<file path="config.mk">
export PLATFORM = sky130hd
export DESIGN_NAME = function_unit_seq
export DESIGN_NICKNAME = d
export VERILOG_FILES = /design/src/rtl/fu_pkg.sv /design/src/rtl/seq_muldiv.sv /design/src/rtl/function_unit_seq.sv
export SDC_FILE = /design/constraint.sdc
export NUM_CORES = 1
export LEC_CHECK = 0
export ABC_AREA = 1
export CAP_MARGIN = 20
export CORE_MARGIN = 5
export CORE_UTILIZATION = 61
export CTS_CLUSTER_SIZE = 10
export DETAILED_ROUTE_END_ITERATION = 8
export PLACE_DENSITY = 0.9
export REMOVE_ABC_BUFFERS = 1
export SLEW_MARGIN = 20
export SYNTH_ARGS = -nofsm -noshare
export SYNTH_HDL_FRONTEND = slang
export SYNTH_SLANG_ARGS = --single-unit
</file>
<file path="constraint.sdc">
create_clock -name clk -period 3.61 [get_ports clk]
set_input_delay 0.722 -clock clk [delete_from_list [all_inputs] [get_ports clk]]
set_output_delay 0.722 -clock clk [all_outputs]
set_load 0.01 [all_outputs]
</file>
<file path="src/rtl/fu_pkg.sv">
// rtl/fu_pkg.sv - opcode, state and helper definitions shared by the function unit
package fu_pkg;

    localparam logic [3:0] FS_MOV  = 4'b0000;
    localparam logic [3:0] FS_INC  = 4'b0001;
    localparam logic [3:0] FS_ADD  = 4'b0010;
    localparam logic [3:0] FS_SUB  = 4'b0011;
    localparam logic [3:0] FS_DEC  = 4'b0100;
    localparam logic [3:0] FS_AND  = 4'b0101;
    localparam logic [3:0] FS_OR   = 4'b0110;
    localparam logic [3:0] FS_XOR  = 4'b0111;
    localparam logic [3:0] FS_NOT  = 4'b1000;
    localparam logic [3:0] FS_MOVB = 4'b1001;
    localparam logic [3:0] FS_SHR  = 4'b1010;
    localparam logic [3:0] FS_MUL  = 4'b1011;
    localparam logic [3:0] FS_DIV  = 4'b1100;
    localparam logic [3:0] FS_REM  = 4'b1101;
    localparam logic [3:0] FS_SHL  = 4'b1110;
    localparam logic [3:0] FS_RSV  = 4'b1111;

    typedef enum logic [1:0] {
        ST_IDLE = 2'd0,
        ST_ITER = 2'd1,
        ST_DONE = 2'd2
    } state_e;

    function automatic logic is_multicycle(input logic [3:0] fs);
        return (fs == FS_MUL) || (fs == FS_DIV) || (fs == FS_REM);
    endfunction

endpackage

</file>
<file path="src/rtl/seq_muldiv.sv">
// rtl/seq_muldiv.sv - iterative shift-add multiplier / restoring divider on one shared accumulator
module seq_muldiv
    import fu_pkg::*;
#(
    parameter int WIDTH = 16,
    parameter int ITERS = WIDTH
) (
    input  logic               clk,
    input  logic               reset,
    input  logic               load_i,
    input  logic               step_i,
    input  logic               op_div_i,
    input  logic [WIDTH-1:0]   a_i,
    input  logic [WIDTH-1:0]   b_i,
    output logic               last_o,
    output logic [2*WIDTH-1:0] prod_o,
    output logic [WIDTH-1:0]   quo_o,
    output logic [WIDTH-1:0]   rem_o
);

    localparam int CW = (ITERS > 1) ? $clog2(ITERS) : 1;

    logic [2*WIDTH-1:0] acc_q, acc_d;
    logic [WIDTH-1:0]   opnd_q, opnd_d;
    logic               op_div_q, op_div_d;
    logic [CW-1:0]      cnt_q, cnt_d;

    logic [WIDTH:0]     mul_sum;
    logic [2*WIDTH-1:0] mul_next;
    logic [WIDTH:0]     rem_shift;
    logic [WIDTH:0]     diff;
    logic               ge;
    logic [2*WIDTH-1:0] div_next;

    // Multiply: acc = {partial, multiplier}; add multiplicand on LSB, shift right with carry.
    // Divide:   acc = {remainder, dividend/quotient}; shift left, trial-subtract divisor.
    always_comb begin
        mul_sum   = {1'b0, acc_q[2*WIDTH-1:WIDTH]}
                  + (acc_q[0] ? {1'b0, opnd_q} : {(WIDTH+1){1'b0}});
        mul_next  = {mul_sum, acc_q[WIDTH-1:1]};
        rem_shift = acc_q[2*WIDTH-1:WIDTH-1];
        diff      = rem_shift - {1'b0, opnd_q};
        ge        = ~diff[WIDTH];
        div_next  = {(ge ? diff[WIDTH-1:0] : rem_shift[WIDTH-1:0]), acc_q[WIDTH-2:0], ge};
    end

    always_comb begin
        acc_d    = acc_q;
        opnd_d   = opnd_q;
        op_div_d = op_div_q;
        cnt_d    = cnt_q;
        if (load_i) begin
            acc_d    = {{WIDTH{1'b0}}, (op_div_i ? a_i : b_i)};
            opnd_d   = op_div_i ? b_i : a_i;
            op_div_d = op_div_i;
            cnt_d    = '0;
        end else if (step_i) begin
            acc_d = op_div_q ? div_next : mul_next;
            cnt_d = cnt_q + 1'b1;
        end
    end

    always_ff @(posedge clk or posedge reset) begin
        if (reset) begin
            acc_q    <= '0;
            opnd_q   <= '0;
            op_div_q <= 1'b0;
            cnt_q    <= '0;
        end else begin
            acc_q    <= acc_d;
            opnd_q   <= opnd_d;
            op_div_q <= op_div_d;
            cnt_q    <= cnt_d;
        end
    end

    // Results are taken from the post-step value so the parent can capture on the final step.
    assign last_o = (cnt_q == CW'(ITERS - 1));
    assign prod_o = acc_d;
    assign quo_o  = acc_d[WIDTH-1:0];
    assign rem_o  = acc_d[2*WIDTH-1:WIDTH];

endmodule

</file>
<file path="src/rtl/function_unit_seq.sv">
// rtl/function_unit_seq.sv - sequential function unit with single-cycle ALU and iterative mul/div/rem
module function_unit_seq
    import fu_pkg::*;
#(
    parameter int WIDTH = 16,
    parameter int ITERS = WIDTH
) (
    input  logic             clk,
    input  logic             reset,
    input  logic             start,
    input  logic [WIDTH-1:0] A,
    input  logic [WIDTH-1:0] B,
    input  logic [3:0]       FS,
    output logic [WIDTH-1:0] F,
    output logic             C,
    output logic             V,
    output logic             N,
    output logic             Z,
    output logic             busy,
    output logic             done
);

    state_e           state_q, state_d;
    logic [3:0]       fs_q, fs_d;
    logic             bzero_q, bzero_d;
    logic [WIDTH-1:0] f_q, f_d;
    logic             c_q, c_d, v_q, v_d, n_q, n_d, z_q, z_d;

    logic               md_load, md_step, md_last;
    logic [2*WIDTH-1:0] md_prod;
    logic [WIDTH-1:0]   md_quo, md_rem;

    seq_muldiv #(
        .WIDTH (WIDTH),
        .ITERS (ITERS)
    ) u_muldiv (
        .clk      (clk),
        .reset    (reset),
        .load_i   (md_load),
        .step_i   (md_step),
        .op_div_i (FS != FS_MUL),
        .a_i      (A),
        .b_i      (B),
        .last_o   (md_last),
        .prod_o   (md_prod),
        .quo_o    (md_quo),
        .rem_o    (md_rem)
    );

    logic [WIDTH-1:0] add_y;
    logic             add_cin;
    logic [WIDTH:0]   add_sum;
    logic             add_v;
    logic [WIDTH-1:0] alu_f;
    logic             alu_c, alu_v;

    // One adder serves inc/add/sub/dec by steering the second operand and carry-in.
    always_comb begin
        add_y   = '0;
        add_cin = 1'b0;
        case (FS)
            FS_INC:  add_cin = 1'b1;
            FS_ADD:  add_y   = B;
            FS_SUB:  begin add_y = ~B; add_cin = 1'b1; end
            FS_DEC:  add_y   = '1;
            default: ;
        endcase
        add_sum = {1'b0, A} + {1'b0, add_y} + {{WIDTH{1'b0}}, add_cin};
        add_v   = (A[WIDTH-1] == add_y[WIDTH-1]) && (add_sum[WIDTH-1] != A[WIDTH-1]);
    end

    always_comb begin
        alu_f = '0;
        alu_c = 1'b0;
        alu_v = 1'b0;
        case (FS)
            FS_MOV:  alu_f = A;
            FS_INC, FS_ADD, FS_SUB, FS_DEC: begin
                alu_f = add_sum[WIDTH-1:0];
                alu_c = add_sum[WIDTH];
                alu_v = add_v;
            end
            FS_AND:  alu_f = A & B;
            FS_OR:   alu_f = A | B;
            FS_XOR:  alu_f = A ^ B;
            FS_NOT:  alu_f = ~A;
            FS_MOVB: alu_f = B;
            FS_SHR:  begin alu_f = {1'b0, B[WIDTH-1:1]}; alu_c = B[0]; end
            FS_SHL:  begin alu_f = {B[WIDTH-2:0], 1'b0}; alu_c = B[WIDTH-1]; end
            FS_RSV:  alu_v = 1'b1;
            default: ;
        endcase
    end

    logic [WIDTH-1:0] md_f;
    logic             md_v;

    // Division by zero falls out of the restoring loop as all-ones / dividend; only V needs forcing.
    always_comb begin
        md_f = '0;
        md_v = 1'b0;
        case (fs_q)
            FS_MUL:  begin md_f = md_prod[WIDTH-1:0]; md_v = |md_prod[2*WIDTH-1:WIDTH]; end
            FS_DIV:  begin md_f = md_quo; md_v = bzero_q; end
            FS_REM:  begin md_f = md_rem; md_v = bzero_q; end
            default: ;
        endcase
    end

    logic             upd;
    logic [WIDTH-1:0] res_f;
    logic             res_c, res_v;

    always_comb begin
        state_d = state_q;
        fs_d    = fs_q;
        bzero_d = bzero_q;
        md_load = 1'b0;
        md_step = 1'b0;
        upd     = 1'b0;
        res_f   = alu_f;
        res_c   = alu_c;
        res_v   = alu_v;
        case (state_q)
            ST_IDLE: begin
                if (start) begin
                    if (is_multicycle(FS)) begin
                        md_load = 1'b1;
                        fs_d    = FS;
                        bzero_d = (B == '0);
                        state_d = ST_ITER;
                    end else begin
                        upd     = 1'b1;
                        state_d = ST_DONE;
                    end
                end
            end
            ST_ITER: begin
                md_step = 1'b1;
                if (md_last) begin
                    upd     = 1'b1;
                    res_f   = md_f;
                    res_c   = 1'b0;
                    res_v   = md_v;
                    state_d = ST_DONE;
                end
            end
            ST_DONE: state_d = ST_IDLE;
            default: state_d = ST_IDLE;
        endcase

        f_d = f_q;
        c_d = c_q;
        v_d = v_q;
        n_d = n_q;
        z_d = z_q;
        if (upd) begin
            f_d = res_f;
            c_d = res_c;
            v_d = res_v;
            n_d = res_f[WIDTH-1];
            z_d = (res_f == '0);
        end
    end

    always_ff @(posedge clk or posedge reset) begin
        if (reset) begin
            state_q <= ST_IDLE;
            fs_q    <= FS_MOV;
            bzero_q <= 1'b0;
            f_q     <= '0;
            c_q     <= 1'b0;
            v_q     <= 1'b0;
            n_q     <= 1'b0;
            z_q     <= 1'b0;
        end else begin
            state_q <= state_d;
            fs_q    <= fs_d;
            bzero_q <= bzero_d;
            f_q     <= f_d;
            c_q     <= c_d;
            v_q     <= v_d;
            n_q     <= n_d;
            z_q     <= z_d;
        end
    end

    assign F    = f_q;
    assign C    = c_q;
    assign V    = v_q;
    assign N    = n_q;
    assign Z    = z_q;
    assign busy = (state_q != ST_IDLE);
    assign done = (state_q == ST_DONE);

endmodule

</file>
Word level (Yosys, flattened, before mapping):

Index checks and enable logic that the tools add are counted.

* output and inout bits: 22
* input bits: 39
* logic and storage cells: 99
* register bits after elaboration: 80

* reduce and logical (&&, ||, !) cells: 16
* muxes and demuxes: 34
* add/sub/neg operators: 5
* bitwise operators: 6
* eq/ne operators: 26

Operator list (number)
* $pmux 16 s9: 1
* $mux 16: 6
* $mux 32: 3
* $eq 4x4->1 const B: 12
* $pmux 16 s3: 1
* $logic_not 16->1: 2
* $not 16->16: 2
* $pmux 16 s2: 1
* $add 16x16->17: 1
* $add 16x17->17: 1
* $add 17x1->17: 1
* $sub 17x16->17: 1
* $and 16x16->16: 1
* $eq 4x3->1 const B: 4
* $or 16x16->16: 1
* $reduce_or 16->1: 1
* $xor 16x16->16: 1
* $mux 1: 12
* $eq 4x2->1 const B: 2
* $mux 4: 2
* $mux 2: 3
* $pmux 1 s2: 3
* $reduce_or 2->1: 3
* $add 4x1->4 const B: 1
* 18 further kinds: 21

Logic depth before layout (Yosys ltp):

Gate-level depths: netlist of run 1.

* depth after elaboration: 11
* mapped depth: 26
* gate-level depth less buffers: 25

Modules after synthesis:

Synthesis of run 1 repeated with hierarchy kept, for this count alone.

* cell total of the unflattened synthesis: 1657
* area, all modules: 9848.2 um2

By module, submodules not included
* seq_muldiv: seq. area each 1326.3 um2, cells an instance 871, instances 1, area each 5410.2 um2
* function_unit_seq: seq. area each 650.6 um2, cells an instance 786, instances 1, area each 4438.0 um2

Worst setup path after synthesis of run 1:

OpenSTA, ideal clock, no wires.

* path type: input to register
* from: in FS[1]
* to: reg z_q (netlist: Z)
* cell stages on the path: 22
* buffers on the path: 1
* path slack: 0.333 ns
* library setup time: 0.066 ns
* data required time: 3.544 ns
* data arrival time: 3.212 ns
* cell sequence: inv_1 > nor2_1 > inv_1 > nor2_1 > clkbuf_1 > nand2_1 > nand3_1 > ha_1 > a21oi_1 > o21bai_1 > a21oi_1 > o21a_1 > nand2_1 > xor2_1 > nand2_1 > nand2_1 > nand2_1 > a21boi_1 > nand2_1 > nor2_1 > nand2_1 > nand2_1

* longest elaborated chain between the ends: 11
* elaborated cells between the ends (all ways): 37
* those cells by class: add/sub (2); eq/ne (15); mux (14); reduce/logical (6)

RTL lines
* from (decl): RTL line function_unit_seq.sv:13 `input logic [3:0] FS,`
* parallel branches: the longest is 11 deep, another holds $add 16x16->17
* to (signal assigned): RTL line function_unit_seq.sv:184 `z_q <= z_d;`
* to (decl): RTL line function_unit_seq.sv:27 `logic c_q, c_d, v_q, v_d, n_q, n_d, z_q, z_d;`

Parallel ways; which one is timed is not known.
A chain may end at the register's enable or synchronous reset.

Worst setup path after layout of run 1:

* from: in B[0]
* to: reg z_q (netlist: Z)

* longest elaborated chain between the ends: 8
* elaborated cells between the ends (all ways): 14
* those cells by class: add/sub (2); mux (7); bitwise (4); reduce/logical (1)

RTL lines
* from (decl): RTL line function_unit_seq.sv:12 `input logic [WIDTH-1:0] B,`
* $not 16->16: RTL line function_unit_seq.sv:64 `FS_SUB: begin add_y = ~B; add_cin = 1'b1; end`
* $pmux 16 s3: RTL line function_unit_seq.sv:61 `case (FS)`
* $add 16x16->17: RTL line function_unit_seq.sv:68 `add_sum = {1'b0, A} + {1'b0, add_y} + {{WIDTH{1'b0}}, add_cin};`
* $add 17x1->17: RTL line function_unit_seq.sv:68
* $pmux 16 s9: RTL line function_unit_seq.sv:76 `case (FS)`
* $mux 16: RTL line function_unit_seq.sv:140 `if (md_last) begin`
* $mux 16 (*): RTL line function_unit_seq.sv:124 `case (state_q)`
* $logic_not 16->1 (*): RTL line function_unit_seq.sv:162 `z_d = (res_f == '0);`

Mark *: on every way between the ends. The rest lies on a longest branch, timed or not.

==> results_dict.tcl, run 1 <==
set metrics [dict create \
    initial_core_util_pct 61.6 \
    crit_path_frequent_cell "nand2_1" \
    tns_ns 0 \
    finalPower_uw 7850 \
    yosysWarningCount 0 \
    synth_area_sq_um 8890 \
    start_kind "input pin" \
    min_to "F[2]" \
    min_period_ns 3.41 \
    cp_num_buf_inv 4 \
    worst-endpoint-required_ns 3.89 \
    antenna_found_initial 0 \
    final.period_utilization_pct 94.5 \
    path_clk_slew_ns 0.06 \
    hold_path.class "register to register" \
    ios 61 \
    end_kind "register" \
    cp_slowest_stage_delay_ns 0.55 \
    die_w_um 131 \
    synth_top_area_share_pct 22.2 \
    ys_top_cells_by_area "dfrtp_1 22%, nand2_1 17%, ha_1 11%, inv_1 7.9%, nand3_1 6.6%" \
    rsz0062_at_grt "false" \
    ys_seq_elements 79 \
    cap_violations 0 \
    ys_seq_area_share_pct 22.2 \
    routabilityCongestion 1.02 \
    critPathKind "input pin to register" \
    drtIter0Drc 1143 \
    post-route-drc-count 0 \
    ys_types 54 \
    avgSynthCellArea_sq_um 6.31 \
    routed_wl_um 32800 \
    r2r_end "Z" \
    crit_chain "clkdlybuf4s50_1 > inv_1 > nand2_1 > nand3_1 > fa_2 > buf_4 > buf_4 > nand3_1 > nand2_1 > nand2_1 > a21oi_2 > or2_2 > nand3_1 > nand3_1 > nand2_1 > nand2_1 > nor2_1 > nand3_1 > nor2_1 > nand2_1 > nand2_1" \
    holdPathStages 1 \
    timing.reg2reg.setup_slack_ns 0.23 \
    cts_buffer_depth 2 \
    clockRootBuffer "clkbuf_16" \
    status "complete, no violations" \
    crit_path_max_fanout 3 \
    leakagePower_uw 0.00564 \
    worst_ep_arrival_time_ns 3.69 \
    hp-start "F[2]" \
    clock-sinks 79 \
    r2r-start "u_muldiv.acc_q[15]" \
    vias 10700 \
    coreArea_sq_um 14400 \
    clk_latency_ns 0.34 \
    die_h_um 131 \
    diodes 0 \
    htree_levels 3 \
    peakVddDrop_uv 351 \
    drv_slew 0 \
    cts_buffers 9 \
    grt_use_total_pct 38.7 \
    vias_per_cell 6.16 \
    hold_slack_ns 0.513 \
    portBuffers 60 \
    cpMaxStageDelayCell "clkdlybuf4s50_1" \
    async_reset_ff_share_pct 100 \
    grt_pass1_vias 10100 \
    rows 44 \
    setup_viol 0 \
    drt_first_pass_iters 8 \
    path_delay_family "simple AND/OR/NAND/NOR gates" \
    synthCells 1410 \
    wl_per_cell_um 18.9 \
    antenna_left 0 \
    dp_hpwl_um 25800 \
    ys.flop_type "dfrtp_1" \
    drive_gt1_share_pct 12.4 \
    grt_max_degree 52 \
    synth_edf_count 0 \
    power_density_nw_per_um2 724 \
    grt_overflow 0 \
    slew_headroom_pct 48.2 \
    cts_tree "built" \
    area_delta_synth_final_pct 21.9 \
    hold_violations 0 \
    tightest_slew_ns 0.777 \
    dieArea_sq_um 17100 \
    grt_pass1_wl_um 51900 \
    nets 1666 \
    finClkSkew_ns 0.00431 \
    cts_hold_buf 0 \
    synth_most_common_cell "nand2_1" \
    fmax_ghz 0.293 \
    synth_area_leader_cell "dfrtp_1" \
    r2r_cells 21 \
    synthTopCellsByCount "413 x nand2_1, 188 x inv_1, 118 x nand3_1" \
]
[per-layer routing]
layer | GRT usage, % | share of wire [%] | up-vias
met4 | 20.1 | 6.1 | 0
met2 | 66.1 | 48 | 671
met1 | 47.5 | 37 | 4860
met5 | 0 | 0 | -
met3 | 5.57 | 8.4 | 159
li1 | - | - | 4987
[worst reg2reg max path, stage by stage, from the launching register on]
cell and delay, ns:
dfrtp_1 0.43, inv_1 0.13, ha_1 0.21, inv_1 0.08
fa_1 0.41, nand2_1 0.08, nand2_1 0.06, nand3_1 0.09
nand2_1 0.13, nand2_2 0.13, nand3_4 0.15, nand2_4 0.26
nand3_1 0.16, nand3_1 0.13, nand3_1 0.14, nand3_1 0.16
nand2_1 0.08, a21oi_1 0.16, nand3_1 0.10, nor2_1 0.11
nand2_1 0.07, nand2_1 0.05
[sequential cells by signal, summed over array words and instances, names as in the netlist]
register,flops
bzero_q,1
u_muldiv.op_div_q,1
F,16
V,1
u_muldiv.acc_q,32
u_muldiv.opnd_q,16
fs_q,4
state_q,2
u_muldiv.cnt_q,4
Z,1
C,1
[power breakdown]
group          internal (uW)  leakage [uW]  switching (uW)  total (uW)
Clock                    628      0.000159             377        1010
Combinational           1820       0.00450            3350        5170
Sequential              1280      0.000983             390        1670
Total                   3730       0.00564            4120        7850
[per-stage QoR]
stage	util (%)	setup WS [ns]	area, sq um	cells
floorplan	-	0.0135	8680	1365
global placement	71.6	-0.323	10300	1715
detailed placement	71.6	-0.520	10300	1715
CTS	74.0	0.00743	10700	1731
global route	75.2	0.0552	10800	1732
finish	75.2	0.197	10800	1732
[cell usage in the layout (no fill, tap or decap), drive strengths merged, types with 8 or more instances in the layout]
cell type      synthesis  final
clkbuf                29     10
ha                    80     80
buf                   16    107
dfrtp                 79     79
a221oi                15     15
nor2                 102    102
clkdlybuf4s50          0     56
xor2                   8      8
o21ai                103    103
nand2                431    431
nand4                 10     10
a21oi                 89     89
a31oi                 15     15
nand3                120    120
o211ai                20     20
o22ai                 20     20
inv                  193    194
o221ai                13     13
[worst max path at each step]
| stage | startpoint | endpoint | slack, ns | depth (start not counted) |
|---|---|---|---|---|
| floorplan | FS[1] | Z | 0.01 | 22 |
| global placement | FS[1] | Z | -0.32 | 24 |
| detailed placement | FS[1] | Z | -0.52 | 24 |
| CTS | FS[0] | Z | 0.007 | 23 |
| global route | FS[2] | Z | 0.06 | 23 |
| finish | B[0] | Z | 0.20 | 21 |
[repair_timing]
item	in CTS	in global routing
gates resized for setup	8	42
pin swaps	2	10
buffers inserted	0	1
endpoints found under the setup margin	2	9
[logic make-up after synthesis]
family	after synthesis	share of synthesized area, %
AOI/OAI and AO/OA	306	20.7
buffers and inverters	242	10.8
xor gates and xnor gates	12	1.18
adders and majority gates	84	12.2
and+or+nand+nor	687	33.0
DFF	79	22.2
[layout make-up]
cell class,instances,area [sq um]
tap,184,230
clock buffer,10,239
multi-input combinational,1089,6120
inverter,197,743
timing repair buffer,167,1440
fill,1178,3580
sequential,79,1980
clock inverter,6,90.1
Power figures use the tool's default switching activity.
==> inputs of run 2 (changes only) <==
- CORE_UTILIZATION: 61 -> 62
- PLACE_DENSITY: 0.9 -> 0.91
- SYNTH_HIERARCHICAL: default -> 1
==> results_dict.tcl, run 2 <==
set metrics [dict create \
    ys_top_cells_by_area "nand2_1 21%, dfrtp_1 20%, inv_1 10%, ha_1 10%, nand3_1 6.3%" \
    synth_area_sq_um 9850 \
    finClkSkew_ns 0.0125 \
    crit_path_frequent_cell "nand2_1" \
    htree_levels 3 \
    ys_types 46 \
    path_clk_slew_ns 0.07 \
    grt_pass1_wl_um 54800 \
    r2r_end "V" \
    grt_max_degree 38 \
    vias_per_cell 5.84 \
    portBuffers 60 \
    register_area_sq_um 1980 \
    multi_input_area_sq_um 6450 \
    instances_no_fill 2008 \
    crit_start "u_muldiv/opnd_q[0]" \
    layout_commonest_cell "nand2_1" \
    r2r_cells 20 \
    grt_pass1_vias 11000 \
    power_density_nw_per_um2 652 \
    area_delta_synth_final_pct 18.8 \
    cap_violations 0 \
    wl_per_cell_um 17.4 \
    avgSynthCellArea_sq_um 5.94 \
    coreArea_sq_um 15700 \
    n_fill_cell 1329 \
    cp_num_buf_inv 1 \
    ys_seq_area_share_pct 20.1 \
    clk_latency_ns 0.35 \
    ys_seq_elements 79 \
    clockRootBuffer "clkbuf_16" \
    timing.reg2reg.setup_slack_ns 0.17 \
    routed_wl_um 35000 \
    routabilityCongestion 1.07 \
    fmax_ghz 0.290 \
    antenna_left 0 \
    tightest_slew_ns 0.943 \
    hold_path.class "register to register" \
    leakagePower_uw 0.00657 \
    diodes 0 \
    critPathKind "register to register" \
    die_h_um 136 \
    cpMaxStageDelayCell "dfrtp_1" \
    die_w_um 136 \
    end_kind "register" \
    drtIter0Drc 1504 \
    ys.flop_type "dfrtp_1" \
    largest_reg_flops 32 \
    grt_use_total_pct 37.4 \
    clock-sinks 79 \
    synth_top_area_share_pct 20.7 \
    synth_area_leader_cell "nand2_1" \
    grt_overflow 0 \
    peakVddDrop_uv 531 \
    synthCells 1657 \
    post-route-util_pct 74.5 \
    drive_gt1_share_pct 12.7 \
    dieArea_sq_um 18500 \
    antenna_found_initial 0 \
    setup_viol 0 \
    synthTopCellsByCount "542 x nand2_1, 272 x inv_1, 123 x nand3_1" \
    cts_buffer_depth 2 \
    cp_slowest_stage_delay_ns 0.44 \
    worst-endpoint-required_ns 3.84 \
    initial_core_util_pct 62.7 \
    final_cell_mix "535 x nand2_1, 268 x inv_1, 137 x buf_4" \
    nets 1910 \
    vias 11700 \
    cts_buffers 9 \
    yosysWarningCount 6 \
    synth_most_common_cell "nand2_1" \
    path_delay_family "simple AND/OR/NAND/NOR gates" \
    drt_first_pass_iters 6 \
    tns_ns 0 \
    hold_violations 0 \
    final.period_utilization_pct 95.4 \
    status "complete, no violations" \
    r2r-start "u_muldiv/opnd_q[0]" \
    top_register "u_muldiv/acc_q" \
    hp-start "F[3]" \
    dp_hpwl_um 27400 \
    crit_path_max_fanout 17 \
    worst_ep_arrival_time_ns 3.68 \
    cts_tree "built" \
    ios 61 \
    min_period_ns 3.44 \
    placedCellCount 1989 \
    slew_headroom_pct 36.8 \
    synth_edf_count 0 \
    cts_hold_buf 0 \
    min_to "F[3]" \
    finalPower_uw 7630 \
    holdPathStages 2 \
    rows 46 \
    start_kind "register" \
    async_reset_ff_share_pct 100 \
    drv_slew 0 \
    crit_chain "ha_2 > fa_1 > inv_1 > nand2_1 > nand2_1 > nand3_1 > nand2_2 > nand2_2 > nand2_1 > nand2_4 > nand2_8 > nand2_1 > nand2_1 > nand2_1 > nand2_1 > nand2_1 > nor4_1 > a41oi_1 > o211ai_1 > nand2_1" \
    post-route-drc-count 0 \
]
## run 2: worst min-delay path, stage by stage, from the launching register on
cell     delay (ns)
dfrtp_1        0.35
nand2_1        0.05
o21ai_0        0.06
## run 2: logic make-up (layout without fill, tap and decap cells)
family          count (synthesis)  after routing  synth area share, %
simple gates                  867            867                 37.4
flops                          79             79                 20.1
fa+ha+maj                      84             84                 11.0
buf+inv                       355            490                 15.4
xor+xnor                        9              9                0.800
compound gates                263            263                 15.4
## run 2: how the worst max path moves through the flow
stage | to | depth (start not counted) | slack, ns
2_1_floorplan | Z | 17 | -0.37
3_3_place_gp | Z | 24 | -0.31
3_5_place_dp | Z | 25 | -0.41
4_1_cts | Z | 22 | 0.05
5_1_grt | Z | 25 | -0.04
6_report | V | 20 | 0.17
## run 2: per-stage QoR
step / hold slack [ns] / setup WS (ns) / cell area, sq um
detailed placement: 0.473 / -0.409 / 11300
finish: 0.489 / 0.166 / 11700
global route: 0.525 / -0.0446 / 11700
CTS: 0.490 / 0.0547 / 11600
floorplan: 0.453 / -0.369 / 9370
global placement: 0.468 / -0.312 / 11300
## run 2: timing repair
action,CTS,global route
buffers inserted,1,2
pin swaps,2,7
endpoints found under the setup margin,1,12
resized for setup,5,32
## run 2: area by class of cell
type / count / area share (%)
Tap cell: 216 / 2.31
Multi-Input combinational cell: 1223 / 55.1
Clock inverter: 7 / 0.716
Sequential cell: 79 / 16.9
Inverter: 275 / 8.82
Clock buffer: 9 / 1.92
Timing Repair Buffer: 199 / 14.2
## run 2: power breakdown
part	leakage [uW]	switching, uW	internal (uW)
sequential	0.000993	305	1240
combinational	0.00542	3230	1900
clock	0.000149	405	551
## run 2: per-layer routing
layer  vias to the layer above  global-route usage [%]  share of wire (%)
met5                         -                       0                  0
met2                       715                    64.3                 48
met3                       198                    5.11                8.3
met4                         0                    26.5                8.3
li1                       5524                       -                  -
met1                      5293                    42.6                 36
==> inputs of run 3 (changes only) <==
- CORE_UTILIZATION: 62 -> 67
- DONT_BUFFER_PORTS: default -> 1
==> results_dict.tcl, run 3 (same netlist as run 2, synthesis figures left out) <==
set metrics [dict create \
    status "complete, no violations" \
    antenna_left 0 \
    hold_violations 0 \
    end_kind "register" \
    vias_per_cell 5.96 \
    cts_hold_buf 0 \
    cts_buffers 9 \
    layout_commonest_cell "nand2_1" \
    area_delta_synth_final_pct 5.29 \
    grt_pass1_vias 10100 \
    post-route-util_pct 71.6 \
    finalPower_uw 7030 \
    ios 61 \
    power_density_nw_per_um2 678 \
    routed_wl_um 33400 \
    die_h_um 131 \
    tightest_slew_ns 0.985 \
    final.period_utilization_pct 95.9 \
    htree_levels 3 \
    drv_slew 0 \
    drive_gt1_share_pct 7.40 \
    wl_per_cell_um 18.2 \
    grt_overflow 0 \
    cts_setup_buffers 0 \
    tns_ns 0 \
    setup_viol 0 \
    hold_path.class "input pin to asynchronous set/reset pin" \
    rsz0062_at_grt "false" \
    diodes 0 \
    top_register "u_muldiv/acc_q" \
    die_w_um 131 \
    final_cell_mix "541 x nand2_1, 270 x inv_1, 123 x nand3_1" \
    dieArea_sq_um 17200 \
    coreArea_sq_um 14500 \
    peakVddDrop_uv 350 \
    min_period_ns 3.46 \
    fmax_ghz 0.289 \
    drtIter0Drc 1391 \
    critPathKind "register to register" \
    path_clk_slew_ns 0.07 \
    nets 1767 \
    start_kind "register" \
    drt_first_pass_iters 8 \
    leakagePower_uw 0.00591 \
    post-route-drc-count 0 \
    hold_slack_ns 0.334 \
    cts_buffer_depth 2 \
    worst_ep_arrival_time_ns 3.76 \
    crit_path_max_fanout 17 \
    largest_reg_flops 32 \
    slew_headroom_pct 34.4 \
    clk_latency_ns 0.35 \
    antenna_found_initial 0 \
    grt_max_degree 45 \
    vias 10900 \
    finClkSkew_ns 0.0130 \
    clock-sinks 79 \
    portBuffers 0 \
    dp_hpwl_um 26600 \
    routabilityCongestion 1.04 \
    cap_violations 0 \
    rows 44 \
    grt_use_total_pct 37.2 \
    clockRootBuffer "clkbuf_16" \
    cts_tree "built" \
    initial_core_util_pct 68.0 \
    grt_pass1_wl_um 52100 \
    worst-endpoint-required_ns 3.90 \
]
-- run 3: repair_timing --
item / in CTS / in global routing
hold endpoints to repair: 0 / 0
setup endpoints to repair: 1 / 3
gates resized for setup: 1 / 9
-- run 3: worst max-delay path: stages (launching register included) --
cell and delay (ns):
dfrtp_1 0.38, inv_1 0.07, ha_1 0.22, fa_1 0.41
inv_1 0.07, nand2_1 0.04, nand2_1 0.10, nand3_1 0.09
nand2_2 0.10, nand2_2 0.06, nand2_1 0.09, nand2_4 0.16
nand3_1 0.13, nand3_2 0.07, nand2_1 0.07, nand2_1 0.10
nand2_1 0.11, nand3_1 0.07, nand2_1 0.06, inv_1 0.05
a21oi_1 0.33, nand3_1 0.14, nor2_1 0.13, nand2_1 0.11
nor2_1 0.10, nand3_1 0.07, nand2_1 0.06
-- run 3: worst paths after layout --
check                                   start                 end  slack (ns)  depth (start not counted)
min reg2reg                 u_muldiv/cnt_q[2]   u_muldiv/cnt_q[2]        0.50                          1
min                                     reset             fs_q[3]        0.33                          1
min in group clk            u_muldiv/cnt_q[2]   u_muldiv/cnt_q[2]        0.50                          1
max in group asynchronous               reset  u_muldiv/opnd_q[9]        2.40                          2
max reg2reg                u_muldiv/acc_q[15]                   Z        0.15                         26
max                        u_muldiv/acc_q[15]                   Z        0.15                         26
-- run 3: area by class of cell --
type | instances | area [sq um]
clock inverter | 7 | 63.8
fill | 1340 | 4110
sequential | 79 | 1980
tap | 184 | 230
multi-input combinational | 1223 | 6390
clock buffer | 9 | 225
inverter | 275 | 1030
timing repair buffer | 56 | 445
-- run 3: layer usage --
layer  vias to the layer above  share of wire [%]  wire [um]  GRT usage (%)
met5                         -                  0          0              0
met4                         0                7.8       2600           25.7
met3                       163                8.1       2700           5.12
met2                       643                 47      15700           62.8
met1                      4887                 37      12400           43.7
li1                       5237                  -          -              -
-- run 3: metrics by stage --
step / instances / area, sq um / setup WS, ns
3_3_place_gp: 1817 / 10000 / -0.00511
4_1_cts: 1833 / 10300 / 0.0568
5_1_grt: 1833 / 10400 / 0.00145
2_1_floorplan: 1577 / 9370 / -0.369
3_5_place_dp: 1817 / 10000 / -0.0281
6_report: 1833 / 10400 / 0.147
-- run 3: report_power, final --
group          total [uW]  switching (uW)  internal [uW]
Clock                 890             409            481
Sequential           1570             328           1240
Combinational        4570            3040           1530
